==> src/rtl/kpn_pkg.sv <==
// Shared KPN definitions: default token width, delay-node states
// and a ceil-log2 helper for sizing pointers and counters.
package kpn_pkg;

  localparam int KPN_WORD_W = 16;

  typedef enum logic {
    PRELOAD = 1'b0,
    PASS    = 1'b1
  } kpn_state_e;

  function automatic int log2c(input int n);
    int r;
    r = 0;
    for (int i = 0; i < 31; i++) begin
      if ((1 << i) < n) r = i + 1;
    end
    return r;
  endfunction

endpackage

==> src/rtl/kpn_sync_fifo.sv <==
// Synchronous FIFO for KPN token channels; registered write,
// combinational read of the head entry, synchronous clear.
// Ports: clk, rst_n, clear, push, pop, wdata, rdata, full, empty, level.
module kpn_sync_fifo
  import kpn_pkg::*;
#(
  parameter int WIDTH = KPN_WORD_W,
  parameter int DEPTH = 8,
  localparam int AW = log2c(DEPTH)
) (
  input  logic             clk,
  input  logic             rst_n,
  input  logic             clear,
  input  logic             push,
  input  logic             pop,
  input  logic [WIDTH-1:0] wdata,
  output logic [WIDTH-1:0] rdata,
  output logic             full,
  output logic             empty,
  output logic [AW:0]      level
);

  logic [WIDTH-1:0] mem [DEPTH];
  logic [AW-1:0]    wr_ptr;
  logic [AW-1:0]    rd_ptr;
  logic             push_ok;
  logic             pop_ok;

  assign full    = (level == (AW+1)'(DEPTH));
  assign empty   = (level == '0);
  assign push_ok = push && !full;
  assign pop_ok  = pop && !empty;
  assign rdata   = mem[rd_ptr];

  // Storage carries no reset; only the pointers define contents.
  always_ff @(posedge clk) begin
    if (push_ok && !clear) mem[wr_ptr] <= wdata;
  end

  always_ff @(posedge clk or negedge rst_n) begin
    if (!rst_n) begin
      wr_ptr <= '0;
      rd_ptr <= '0;
      level  <= '0;
    end else if (clear) begin
      wr_ptr <= '0;
      rd_ptr <= '0;
      level  <= '0;
    end else begin
      if (push_ok) wr_ptr <= wr_ptr + 1'b1;
      if (pop_ok)  rd_ptr <= rd_ptr + 1'b1;
      case ({push_ok, pop_ok})
        2'b10:   level <= level + 1'b1;
        2'b01:   level <= level - 1'b1;
        default: level <= level;
      endcase
    end
  end

endmodule

==> src/rtl/kpn_delay_stream.sv <==
// KPN z^-DELAY node: emits DELAY tokens of INIT_VALUE, then
// forwards the input stream in order through a FIFO.
// Ports: clk, rst_n, restart, in_data/in_valid/in_ready,
// out_data/out_valid/out_ready, level, preload_done.
module kpn_delay_stream
  import kpn_pkg::*;
#(
  parameter int               WIDTH      = KPN_WORD_W,
  parameter int               DELAY      = 4,
  parameter int               DEPTH      = 8,
  parameter logic [WIDTH-1:0] INIT_VALUE = '0
) (
  input  logic                     clk,
  input  logic                     rst_n,
  input  logic                     restart,
  input  logic [WIDTH-1:0]         in_data,
  input  logic                     in_valid,
  output logic                     in_ready,
  output logic [WIDTH-1:0]         out_data,
  output logic                     out_valid,
  input  logic                     out_ready,
  output logic [$clog2(DEPTH):0]   level,
  output logic                     preload_done
);

  localparam int CW = 17;
  localparam kpn_state_e RST_STATE = (DELAY > 0) ? PRELOAD : PASS;

  kpn_state_e       state;
  kpn_state_e       state_nxt;
  logic [CW-1:0]    cnt;
  logic [CW-1:0]    cnt_nxt;
  logic             push;
  logic             pop;
  logic             f_pop;
  logic [WIDTH-1:0] f_rdata;
  logic             f_full;
  logic             f_empty;

  // restart masks both handshakes so the offered token is dropped.
  assign in_ready = !f_full;
  assign push     = in_valid && in_ready && !restart;
  assign pop      = out_valid && out_ready && !restart;
  assign f_pop    = pop && (state == PASS);

  kpn_sync_fifo #(
    .WIDTH (WIDTH),
    .DEPTH (DEPTH)
  ) u_fifo (
    .clk   (clk),
    .rst_n (rst_n),
    .clear (restart),
    .push  (push),
    .pop   (f_pop),
    .wdata (in_data),
    .rdata (f_rdata),
    .full  (f_full),
    .empty (f_empty),
    .level (level)
  );

  always_ff @(posedge clk or negedge rst_n) begin
    if (!rst_n) begin
      state <= RST_STATE;
      cnt   <= CW'(DELAY);
    end else begin
      state <= state_nxt;
      cnt   <= cnt_nxt;
    end
  end

  always_comb begin
    state_nxt = state;
    cnt_nxt   = cnt;
    if (restart) begin
      state_nxt = RST_STATE;
      cnt_nxt   = CW'(DELAY);
    end else if (pop && state == PRELOAD) begin
      cnt_nxt = cnt - CW'(1);
      if (cnt == CW'(1)) state_nxt = PASS;
    end
  end

  always_comb begin
    out_valid    = 1'b0;
    out_data     = f_rdata;
    preload_done = 1'b0;
    case (state)
      PRELOAD: begin
        out_valid = 1'b1;
        out_data  = INIT_VALUE;
      end
      PASS: begin
        out_valid    = !f_empty;
        preload_done = 1'b1;
      end
      default: ;
    endcase
  end

endmodule

==> config.mk <==
export PLATFORM = sky130hd
export DESIGN_NAME = kpn_delay_stream
export DESIGN_NICKNAME = d
export VERILOG_FILES = /design/src/rtl/kpn_pkg.sv /design/src/rtl/kpn_sync_fifo.sv /design/src/rtl/kpn_delay_stream.sv
export SDC_FILE = /design/constraint.sdc
export NUM_CORES = 1
export LEC_CHECK = 0
export CELL_PAD_IN_SITES_DETAIL_PLACEMENT = 1
export CELL_PAD_IN_SITES_GLOBAL_PLACEMENT = 2
export CORE_UTILIZATION = 46
export CTS_BUF_LIST = sky130_fd_sc_hd__clkbuf_8
export DETAILED_ROUTE_END_ITERATION = 10
export PLACE_DENSITY_LB_ADDON = 0.1
export SYNTH_ARGS = -nofsm -noshare
export SYNTH_HDL_FRONTEND = slang
export SYNTH_SLANG_ARGS = --single-unit
==> constraint.sdc <==
create_clock -name clk -period 3.9 [get_ports clk]
set_input_delay 0.78 -clock clk [delete_from_list [all_inputs] [get_ports clk]]
set_output_delay 0.78 -clock clk [all_outputs]
set_load 0.01 [all_outputs]
==> results of run 1 <==
[power by group through the flow]
stage               logic, mW  registers (mW)  clock network (mW)
floorplan               0.123            1.91                   0
global placement        0.212            1.91                   0
detailed placement      0.219            1.91                   0
CTS                     0.220            1.87                1.24
global route            0.243            1.88                1.29
finish                  0.216            1.87                1.21
[per-stage QoR]
step / power [mW] / worst slack [ns] / std cells / area (sq um)
finish: 3.30 / 0.557 / 626 / 7610
global route: 3.41 / 0.429 / 626 / 7610
CTS: 3.34 / 0.489 / 626 / 7610
detailed placement: 2.13 / 0.615 / 594 / 7210
global placement: 2.12 / 0.678 / 594 / 7210
floorplan: 2.03 / 0.759 / 373 / 6480
[cell families (layout without fill, tap and decap cells)]
kind of cell / after synthesis / count (layout) / share of synthesized area
buffers and inverters: 24 / 97 / 0.0156
adder cells (fa/ha/maj): 6 / 6 / 0.0116
AND/OR/NAND/NOR: 83 / 83 / 0.0704
flip-flops: 156 / 156 / 0.701
XOR/XNOR: 14 / 14 / 0.0189
multiplexers: 51 / 51 / 0.141
AO/OA/AOI/OAI: 39 / 39 / 0.0419
[worst max-delay path, cell delays in order (launching register included)]
cell	delay, ns
dfrtp_1	0.70
buf_4	0.35
mux4_2	0.33
mux2i_1	0.21
nor2b_1	0.07
clkdlybuf4s50_1	0.47
[worst max path at each step]
stage	endpoint	depth (start not counted)	start	slack, ns
6_report	out_data[2]	5	u_fifo.rd_ptr[1]	0.56
5_1_grt	out_data[2]	5	u_fifo.rd_ptr[1]	0.43
4_1_cts	out_data[2]	5	u_fifo.rd_ptr[1]	0.49
3_5_place_dp	u_fifo.level[3]	7	in_valid	0.62
3_3_place_gp	u_fifo.level[3]	7	in_valid	0.68
2_1_floorplan	u_fifo.mem[0][0]	4	restart	0.76
[synth_stat cells, types with 2 or more instances]
| cell type | n | area [sq um] |
|---|---|---|
| a21oi_1 | 11 | 55.1 |
| and3b_1 | 2 | 17.5 |
| buf_1 | 2 | 7.51 |
| buf_2 | 3 | 15.0 |
| clkbuf_1 | 14 | 52.6 |
| dfrtp_1 | 27 | 676 |
| edfxtp_1 | 128 | 3840 |
| ha_1 | 6 | 75.1 |
| inv_1 | 4 | 15.0 |
| mux2i_1 | 18 | 180 |
| mux4_2 | 32 | 721 |
| nand2_1 | 7 | 26.3 |
| nand2b_1 | 4 | 25.0 |
| nand3_1 | 2 | 10.0 |
| nand4b_1 | 3 | 26.3 |
| nor2_1 | 23 | 86.3 |
| nor2b_1 | 18 | 113 |
| nor3_1 | 7 | 35.0 |
| nor4_1 | 3 | 18.8 |
| o2111ai_1 | 3 | 26.3 |
| o211ai_1 | 3 | 22.5 |
| o21a_1 | 2 | 15.0 |
| o21ai_0 | 10 | 50.1 |
| o31ai_1 | 2 | 15.0 |
| or3_1 | 8 | 50.1 |
| or4_1 | 2 | 15.0 |
| xnor2_1 | 4 | 35.0 |
| xor2_1 | 10 | 87.6 |
[flip-flops by register name, summed over array words and instances (netlist names)]
register,count
cnt,17
state,1
u_fifo.level,4
u_fifo.mem,128
u_fifo.rd_ptr,3
u_fifo.wr_ptr,3
[metal layers]
layer,vias up,GRT usage
met1,1834,0.242
li1,1587,-
met3,9,0.0467
met5,-,0
met2,46,0.340
met4,0,0.0594
[cell type report]
class	instances	area [sq um]
fill	1256	6220
sequential	156	4550
multi-input combinational	193	1850
timing repair buffer	61	578
clock buffer	17	234
tap	180	225
clock inverter	15	159
inverter	4	15.0
==> flow_metrics.py, run 1 <==
metrics = {
    "route": {
        "firstDrtPassIters": 4,
        "top_layer_used": "met4",
        "via_per_inst": 5.55,
        "via_count": 3476,
        "antenna_left": 0,
        "wl_met1_microns": 5910,
        "finalWirelength_microns": 13200,
        "wl_per_cell_microns": 21.0,
        "met3WireLength_microns": 303,
        "dr_wl_met2_microns": 6830,
        "dr.first_iter.drc_count": 170,
        "drc": 0,
    },
    "timing": {
        "finalClockSkew_ns": 0.00993,
        "tns_ns": 0,
        "finalCritPeriodShare": 0.857,
        "max_freq_mhz": 299,
        "worst_slew_pin_slew_ns": 0.625,
        "rsz0062_at_grt": "false",
        "period_minus_slack_ns": 3.34,
        "hold_viol": 0,
        "worst_hold_slack_ns": 0.550,
        "maxSlewHeadroom": 0.580,
        "setup_viol": 0,
        "slew_violations": 0,
    },
    "placement": {
        "gp_congestion": 0.758,
        "port_buffers": 43,
        "dpl.hpwl_microns": 7670,
    },
    "final_layout": {
        "drive_gt1_frac": 0.200,
        "diodes": 0,
        "nets": 460,
        "final_util": 0.550,
        "syn2layout_area_growth_pct": 17.3,
        "most-common-layout-cells": "edfxtp_1 (128), clkdlybuf4s50_1 (43), mux4_2 (32)",
        "mostFrequentLayoutCell": "edfxtp_1",
    },
    "setup_path": {
        "regToRegEndpoint": "u_fifo.level[3]",
        "required_ns": 3.12,
        "timing.rr.start": "u_fifo.level[1]",
        "end_kind": "output pin",
        "r2r_cells": 7,
        "cp-start-kind": "register",
        "critPathMaxFanout": 14,
        "worstSetupPathType": "reg2out",
        "arrival_ns": 2.56,
        "reg2reg_slack_ns": 0.79,
    },
    "clock_tree": {
        "ctsHtreeMaxLevel": 4,
        "path_clk_slew_ns": 0.09,
        "cts-root-buf": "clkbuf_8",
        "tritoncts": "done",
        "clock_path_buffers": 2,
        "cts_made_buffers": 17,
        "clkLatencyLatePin_ns": 0.43,
        "post_cts_resized": 0,
        "hold_buffers": 0,
        "clock-sinks": 156,
        "cts_post_setup_buffers_inserted": 0,
    },
    "synth": {
        "ys_ff_latch": 156,
        "async_reset_ff_frac": 0.179,
        "synth-edff-count": 128,
        "syn_inst": 373,
        "syn-cell-area_sq_um": 6480,
        "syn-num-nets": 400,
        "synth.avg_cell_area_sq_um": 17.4,
        "synth_seq_area_share": 0.701,
        "ys.flop_type": "edfxtp_1",
        "ys_warn_count": 0,
        "synthDistinctLibCells": 43,
    },
    "die": {
        "core_sq_um": 13800,
        "io_pins": 44,
        "rows": 43,
        "fp.dieW_microns": 121,
        "die_y_microns": 121,
        "die_area_sq_um": 14600,
        "initial_core_util": 0.469,
    },
    "hold_path": {
        "hold_depth": 2,
        "holdPathEnd": "cnt[7]",
        "hold_path.startpoint": "cnt[7]",
        "hold_path.class": "reg2reg",
    },
    "pwr": {
        "irDropWorstVdd_mv": 0.443,
        "combPwrFrac": 0.066,
        "p_int_mw": 2.52,
        "power_frac_seq": 0.568,
        "switchingPower_mw": 0.781,
        "p_per_area_nw_per_um2": 434,
        "sw_frac_of_total": 0.237,
        "clockPowerShare": 0.366,
        "leakagePower_nw": 2.53,
    },
    "global_route": {
        "antenna_found_initial": 0,
        "grt_first_pass_wirelength_microns": 20400,
        "grt_max_degree": 44,
        "grtUsageTotal": 0.195,
        "grt_pass1_vias": 3704,
        "grt_overflow": 0,
    },
    "job": {
        "max-cap-violations": 0,
    },
    "status": {
        "outcome": "finished, final reports clean",
    },
}
(Power assumes the default switching activity.)
==> run 2: changes to the inputs <==
--- a/config.mk
+++ b/config.mk
@@ -10,7 +10,7 @@
 export CORE_UTILIZATION = 46
 export CTS_BUF_LIST = sky130_fd_sc_hd__clkbuf_8
 export DETAILED_ROUTE_END_ITERATION = 10
-export PLACE_DENSITY_LB_ADDON = 0.1
+export PLACE_DENSITY = 0.83
 export SYNTH_ARGS = -nofsm -noshare
 export SYNTH_HDL_FRONTEND = slang
 export SYNTH_SLANG_ARGS = --single-unit
==> run 2 against run 1 <==
Against the previous run:
- clock power shrank 12%
- combinational power is 2% higher
- critical path type unchanged
- largest power group unchanged
- flip-flop and latch count unchanged
- design area shrank 0.54%
- clock skew down 0.0018 ns
==> flow_metrics.py, run 2 (synthesis gave the netlist of run 1 again) <==
metrics = {
    "setup_path": {
        "crit_buf_inv": 2,
        "end_kind": "output pin",
        "arrival_ns": 2.74,
        "worstSetupPathType": "reg2out",
        "crit_slowest_cell": "dfrtp_2",
        "critical_path.max_stage_delay_ns": 0.75,
        "required_ns": 3.12,
        "cp_cell_sequence": "buf_4, mux4_2, mux2i_1, nor2b_1, clkdlybuf4s50_1",
        "cp-start-kind": "register",
        "critPathMaxFanout": 16,
        "critical-path-top-delay-family": "buffers and inverters",
    },
    "clock_tree": {
        "path_clk_slew_ns": 0.08,
        "clock-sinks": 156,
        "cts_made_buffers": 17,
        "clkLatencyLatePin_ns": 0.46,
        "post_cts_resized": 0,
        "tritoncts": "done",
        "cts_post_setup_buffers_inserted": 0,
        "hold_buffers": 0,
        "clock_path_buffers": 2,
        "cts-root-buf": "clkbuf_8",
        "ctsHtreeMaxLevel": 4,
    },
    "placement": {
        "place_ws_ns": 0.383,
        "port_buffers": 43,
        "gp_congestion": 0.726,
        "dpl.hpwl_microns": 8300,
        "dp_cells": 595,
    },
    "route": {
        "via_count": 3513,
        "via_per_inst": 5.60,
        "finalWirelength_microns": 13500,
        "antenna_left": 0,
        "wl_per_cell_microns": 21.6,
        "drc": 0,
        "dr.first_iter.drc_count": 211,
        "firstDrtPassIters": 6,
    },
    "final_layout": {
        "top_register": "u_fifo.mem",
        "finalNonFillerCells": 627,
        "diodes": 0,
        "largest_reg_flops": 128,
        "reg_top3": "u_fifo.mem: 128 flops, cnt: 17 flops, u_fifo.level: 4 flops",
        "fill_cells": 1259,
        "most-common-layout-cells": "edfxtp_1 (128), clkdlybuf4s50_1 (43), mux4_2 (32)",
        "mostFrequentLayoutCell": "edfxtp_1",
        "syn2layout_area_growth_pct": 16.7,
        "nets": 461,
        "drive_gt1_frac": 0.199,
        "final_util": 0.547,
    },
    "die": {
        "rows": 43,
        "fp.dieW_microns": 121,
        "die_area_sq_um": 14600,
        "core_sq_um": 13800,
        "initial_core_util": 0.469,
        "io_pins": 44,
        "die_y_microns": 121,
    },
    "pwr": {
        "p_per_area_nw_per_um2": 418,
        "p_int_mw": 2.38,
        "leakagePower_nw": 2.50,
        "power_frac_seq": 0.594,
        "irDropWorstVdd_mv": 0.290,
        "clockPowerShare": 0.337,
        "sw_frac_of_total": 0.246,
        "report.power.total_mw": 3.16,
        "switchingPower_mw": 0.776,
        "combPwrFrac": 0.070,
    },
    "timing": {
        "finalWorstSetupSlack_ns": 0.381,
        "max_freq_mhz": 284,
        "tns_ns": 0,
        "worst_slew_pin_slew_ns": 0.899,
        "finalClockSkew_ns": 0.00811,
        "period_minus_slack_ns": 3.52,
        "rsz0062_at_grt": "false",
        "hold_viol": 0,
        "setup_viol": 0,
        "slew_violations": 0,
        "finalCritPeriodShare": 0.902,
        "maxSlewHeadroom": 0.401,
    },
    "hold_path": {
        "hold_path.class": "reg2reg",
    },
    "global_route": {
        "use_met1": 0.248,
        "grt_overflow": 0,
        "antenna_found_initial": 0,
        "use_met3": 0.0495,
        "top_usage_layer": "met2",
        "grt_max_degree": 44,
        "grtUsageTotal": 0.202,
        "grt_pass1_vias": 3822,
        "use_met2": 0.345,
        "grt_first_pass_wirelength_microns": 21000,
    },
    "job": {
        "max-cap-violations": 0,
    },
    "status": {
        "outcome": "finished, final reports clean",
    },
}
## run 2: changes by cell type in the layout (fill, tap and decap cells not counted)
cell | previous run | this run
bufinv_16 | 2 | 0
clkinvlp_4 | 0 | 3
inv_8 | 2 | 0
buf_4 | 17 | 18
clkinv_1 | 1 | 2
clkinv_2 | 4 | 2
inv_6 | 5 | 7
## run 2: routing by layer
layer,up-vias,routed length (microns)
met5,-,0
met4,0,210
met3,20,538
met2,71,7000
met1,1835,5780
li1,1587,-
## run 2: through the flow
step | hold WS, ns | cell area [sq um]
floorplan | 0.484 | 6480
global placement | 0.526 | 7220
detailed placement | 0.547 | 7220
CTS | 0.563 | 7560
global route | 0.587 | 7560
finish | 0.555 | 7560
## run 2: worst paths after layout
check / startpoint / slack, ns / to / cells past startpoint
max reg2reg: u_fifo.level[1] / 0.54 / u_fifo.level[3] / 7
max in group asynchronous: rst_n / 2.88 / cnt[2] / 2
min in group asynchronous: rst_n / 0.71 / cnt[1] / 2
max: u_fifo.rd_ptr[0] / 0.38 / out_data[11] / 5
min: cnt[15] / 0.56 / cnt[15] / 2
min reg2reg: cnt[15] / 0.56 / cnt[15] / 2
## run 2: power groups by stage
stage | sequential (mW) | clock (mW) | combinational (mW)
2_1_floorplan | 1.91 | 0 | 0.123
3_3_place_gp | 1.91 | 0 | 0.209
3_5_place_dp | 1.91 | 0 | 0.221
4_1_cts | 1.88 | 1.10 | 0.223
5_1_grt | 1.88 | 1.16 | 0.244
6_report | 1.88 | 1.06 | 0.220
## run 2: worst reg2reg max path, delay by kind of cell, from the launching register on
family	cells	cell delay, ns
DFF	1	0.46
and+or+nand+nor	2	0.93
adders and majority gates	1	0.38
AOI/OAI and AO/OA	2	0.98
muxes	2	0.51
## run 2: area by class of cell
class | instances | area [sq um] | share of cell area
Clock buffer | 17 | 234 | 0.0309
Clock inverter | 15 | 110 | 0.0146
Inverter | 4 | 15.0 | 0.00198
Multi-Input combinational cell | 193 | 1850 | 0.244
Sequential cell | 156 | 4550 | 0.601
Tap cell | 180 | 225 | 0.0298
Timing Repair Buffer | 62 | 586 | 0.0774
==> run 3: changes to the inputs <==
--- a/config.mk
+++ b/config.mk
@@ -7,6 +7,7 @@
 export LEC_CHECK = 0
 export CELL_PAD_IN_SITES_DETAIL_PLACEMENT = 1
 export CELL_PAD_IN_SITES_GLOBAL_PLACEMENT = 2
+export CORE_MARGIN = 1.5
 export CORE_UTILIZATION = 46
 export CTS_BUF_LIST = sky130_fd_sc_hd__clkbuf_8
 export DETAILED_ROUTE_END_ITERATION = 10
==> constraint.sdc (replaced) <==
create_clock -name clk -period 3.9 [get_ports clk]
set_input_delay 0.975 -clock clk [delete_from_list [all_inputs] [get_ports clk]]
set_output_delay 0.975 -clock clk [all_outputs]
set_load 0.01 [all_outputs]
==> run 3 against run 2 <==
Against the previous run:
- sequential power about the same
- count of clock-buffer cells in the layout unchanged
- clock power up 8%
- non-clock buffer count down 1
- hold slack better by 0.0038 ns
- design area up 0.45%
- final cell count down 0.16%
- clock skew about the same
- routed wire length down 4.6%
- global-route usage down 1.0 points
- fmax up 1.4%
==> flow_metrics.py, run 3 (synthesis gave the netlist of run 1 again) <==
metrics = {
    "pwr": {
        "p_int_mw": 2.45,
        "sw_frac_of_total": 0.243,
        "switchingPower_mw": 0.785,
        "p_per_area_nw_per_um2": 426,
        "power_frac_seq": 0.580,
        "leakagePower_nw": 2.50,
        "combPwrFrac": 0.067,
        "report.power.total_mw": 3.23,
        "irDropWorstVdd_mv": 0.248,
        "clockPowerShare": 0.352,
    },
    "final_layout": {
        "fill_cells": 1238,
        "finalNonFillerCells": 626,
        "nets": 460,
        "top_register": "u_fifo.mem",
        "diodes": 0,
        "reg_top3": "u_fifo.mem: 128 flops, cnt: 17 flops, u_fifo.level: 4 flops",
        "most-common-layout-cells": "edfxtp_1 (128), clkdlybuf4s50_1 (43), mux4_2 (32)",
        "largest_reg_flops": 128,
        "mostFrequentLayoutCell": "edfxtp_1",
        "drive_gt1_frac": 0.197,
        "syn2layout_area_growth_pct": 17.2,
    },
    "setup_path": {
        "reg2reg_slack_ns": 0.83,
        "crit_slowest_cell": "mux4_2",
        "end_kind": "output pin",
        "worstSetupPathType": "reg2out",
        "critical-path-top-delay-family": "buffers and inverters",
        "r2r_cells": 7,
        "critical_path.max_stage_delay_ns": 0.54,
        "regToRegEndpoint": "u_fifo.level[3]",
        "arrival_ns": 2.49,
        "cp-start-kind": "register",
        "critPathMaxFanout": 32,
        "required_ns": 2.92,
        "cp_cell_sequence": "buf_12, mux4_2, mux2i_1, nor2b_1, clkdlybuf4s50_1",
        "timing.rr.start": "u_fifo.level[1]",
        "crit_cells": 5,
        "crit_buf_inv": 2,
    },
    "clock_tree": {
        "post_cts_resized": 0,
        "tritoncts": "done",
        "ctsHtreeMaxLevel": 4,
        "hold_buffers": 0,
        "cts-root-buf": "clkbuf_8",
        "clkLatencyLatePin_ns": 0.45,
        "cts_made_buffers": 17,
        "cts_post_setup_buffers_inserted": 0,
        "clock_path_buffers": 2,
        "path_clk_slew_ns": 0.09,
        "clock-sinks": 156,
    },
    "die": {
        "io_pins": 44,
        "rows": 43,
        "initial_core_util": 0.469,
        "die_area_sq_um": 14800,
        "core_sq_um": 13800,
        "die_y_microns": 122,
        "fp.dieW_microns": 122,
    },
    "timing": {
        "slew_violations": 0,
        "tns_ns": 0,
        "hold_viol": 0,
        "worst_slew_pin_slew_ns": 0.838,
        "setup_viol": 0,
        "maxSlewHeadroom": 0.441,
        "period_minus_slack_ns": 3.47,
        "finalCritPeriodShare": 0.889,
        "worst_hold_slack_ns": 0.559,
        "finalClockSkew_ns": 0.00797,
        "rsz0062_at_grt": "false",
        "max_freq_mhz": 288,
    },
    "global_route": {
        "antenna_found_initial": 0,
        "grt_pass1_vias": 3787,
        "grtUsageTotal": 0.192,
        "grt_first_pass_wirelength_microns": 20700,
        "grt_overflow": 0,
        "grt_max_degree": 44,
    },
    "placement": {
        "dp_cells": 594,
        "port_buffers": 43,
        "gp_congestion": 0.798,
        "dpl.hpwl_microns": 7950,
    },
    "route": {
        "via_count": 3526,
        "wl_per_cell_microns": 20.6,
        "finalWirelength_microns": 12900,
        "via_per_inst": 5.63,
        "drc": 0,
        "dr.first_iter.drc_count": 315,
        "antenna_left": 0,
        "firstDrtPassIters": 4,
    },
    "hold_path": {
        "holdPathEnd": "cnt[7]",
        "hold_depth": 2,
        "hold_path.startpoint": "cnt[7]",
        "hold_path.class": "reg2reg",
    },
    "status": {
        "outcome": "finished, final reports clean",
    },
    "job": {
        "max-cap-violations": 0,
    },
}
[run 3: cell count changes in the layout (fill, tap and decap cells not counted), sizes merged]
cell      before  now
clkinvlp       3    4
clkinv         5    4
buf           19   18
bufinv         0    1
inv           11   10
[run 3: power groups by stage]
stage               Combinational [mW]  Sequential, mW  Clock (mW)
floorplan                        0.123            1.91           0
global placement                 0.207            1.91           0
detailed placement               0.218            1.91           0
CTS                              0.220            1.88        1.18
global route                     0.242            1.88        1.23
finish                           0.217            1.88        1.14
[run 3: worst max path at each step]
stage / start / slack [ns] / end
2_1_floorplan: restart / 0.56 / u_fifo.mem[0][0]
3_3_place_gp: out_ready / 0.48 / u_fifo.level[3]
3_5_place_dp: out_ready / 0.45 / u_fifo.level[3]
4_1_cts: u_fifo.rd_ptr[0] / 0.34 / out_data[1]
5_1_grt: u_fifo.rd_ptr[1] / 0.25 / out_data[2]
6_report: u_fifo.rd_ptr[0] / 0.43 / out_data[1]
[run 3: worst min-delay path, stage by stage (launching register included)]
cell and delay (ns):
dfrtp_1 0.36, xor2_1 0.07, nor2_1 0.09
[run 3: layer usage]
layer,share of wire,global-route usage
met4,0.016,0.0750
met3,0.034,0.0412
met2,0.50,0.314
met1,0.45,0.252
met5,0,0
[run 3: area by class of cell]
class,instances,area [sq um],area share
Clock inverter,15,139,0.0183
Multi-Input combinational cell,193,1850,0.243
Timing Repair Buffer,61,591,0.0777
Inverter,4,15.0,0.00198
Clock buffer,17,234,0.0308
Tap cell,180,225,0.0296
Sequential cell,156,4550,0.598
[run 3: per-stage QoR]
step                      utilization  area (sq um)  worst slack (ns)
after global placement          0.523          7230             0.480
final                           0.550          7600             0.431
after detailed placement        0.523          7230             0.448
after global routing            0.550          7600             0.253
after CTS                       0.550          7600             0.345
after floorplan                     -          6480             0.564
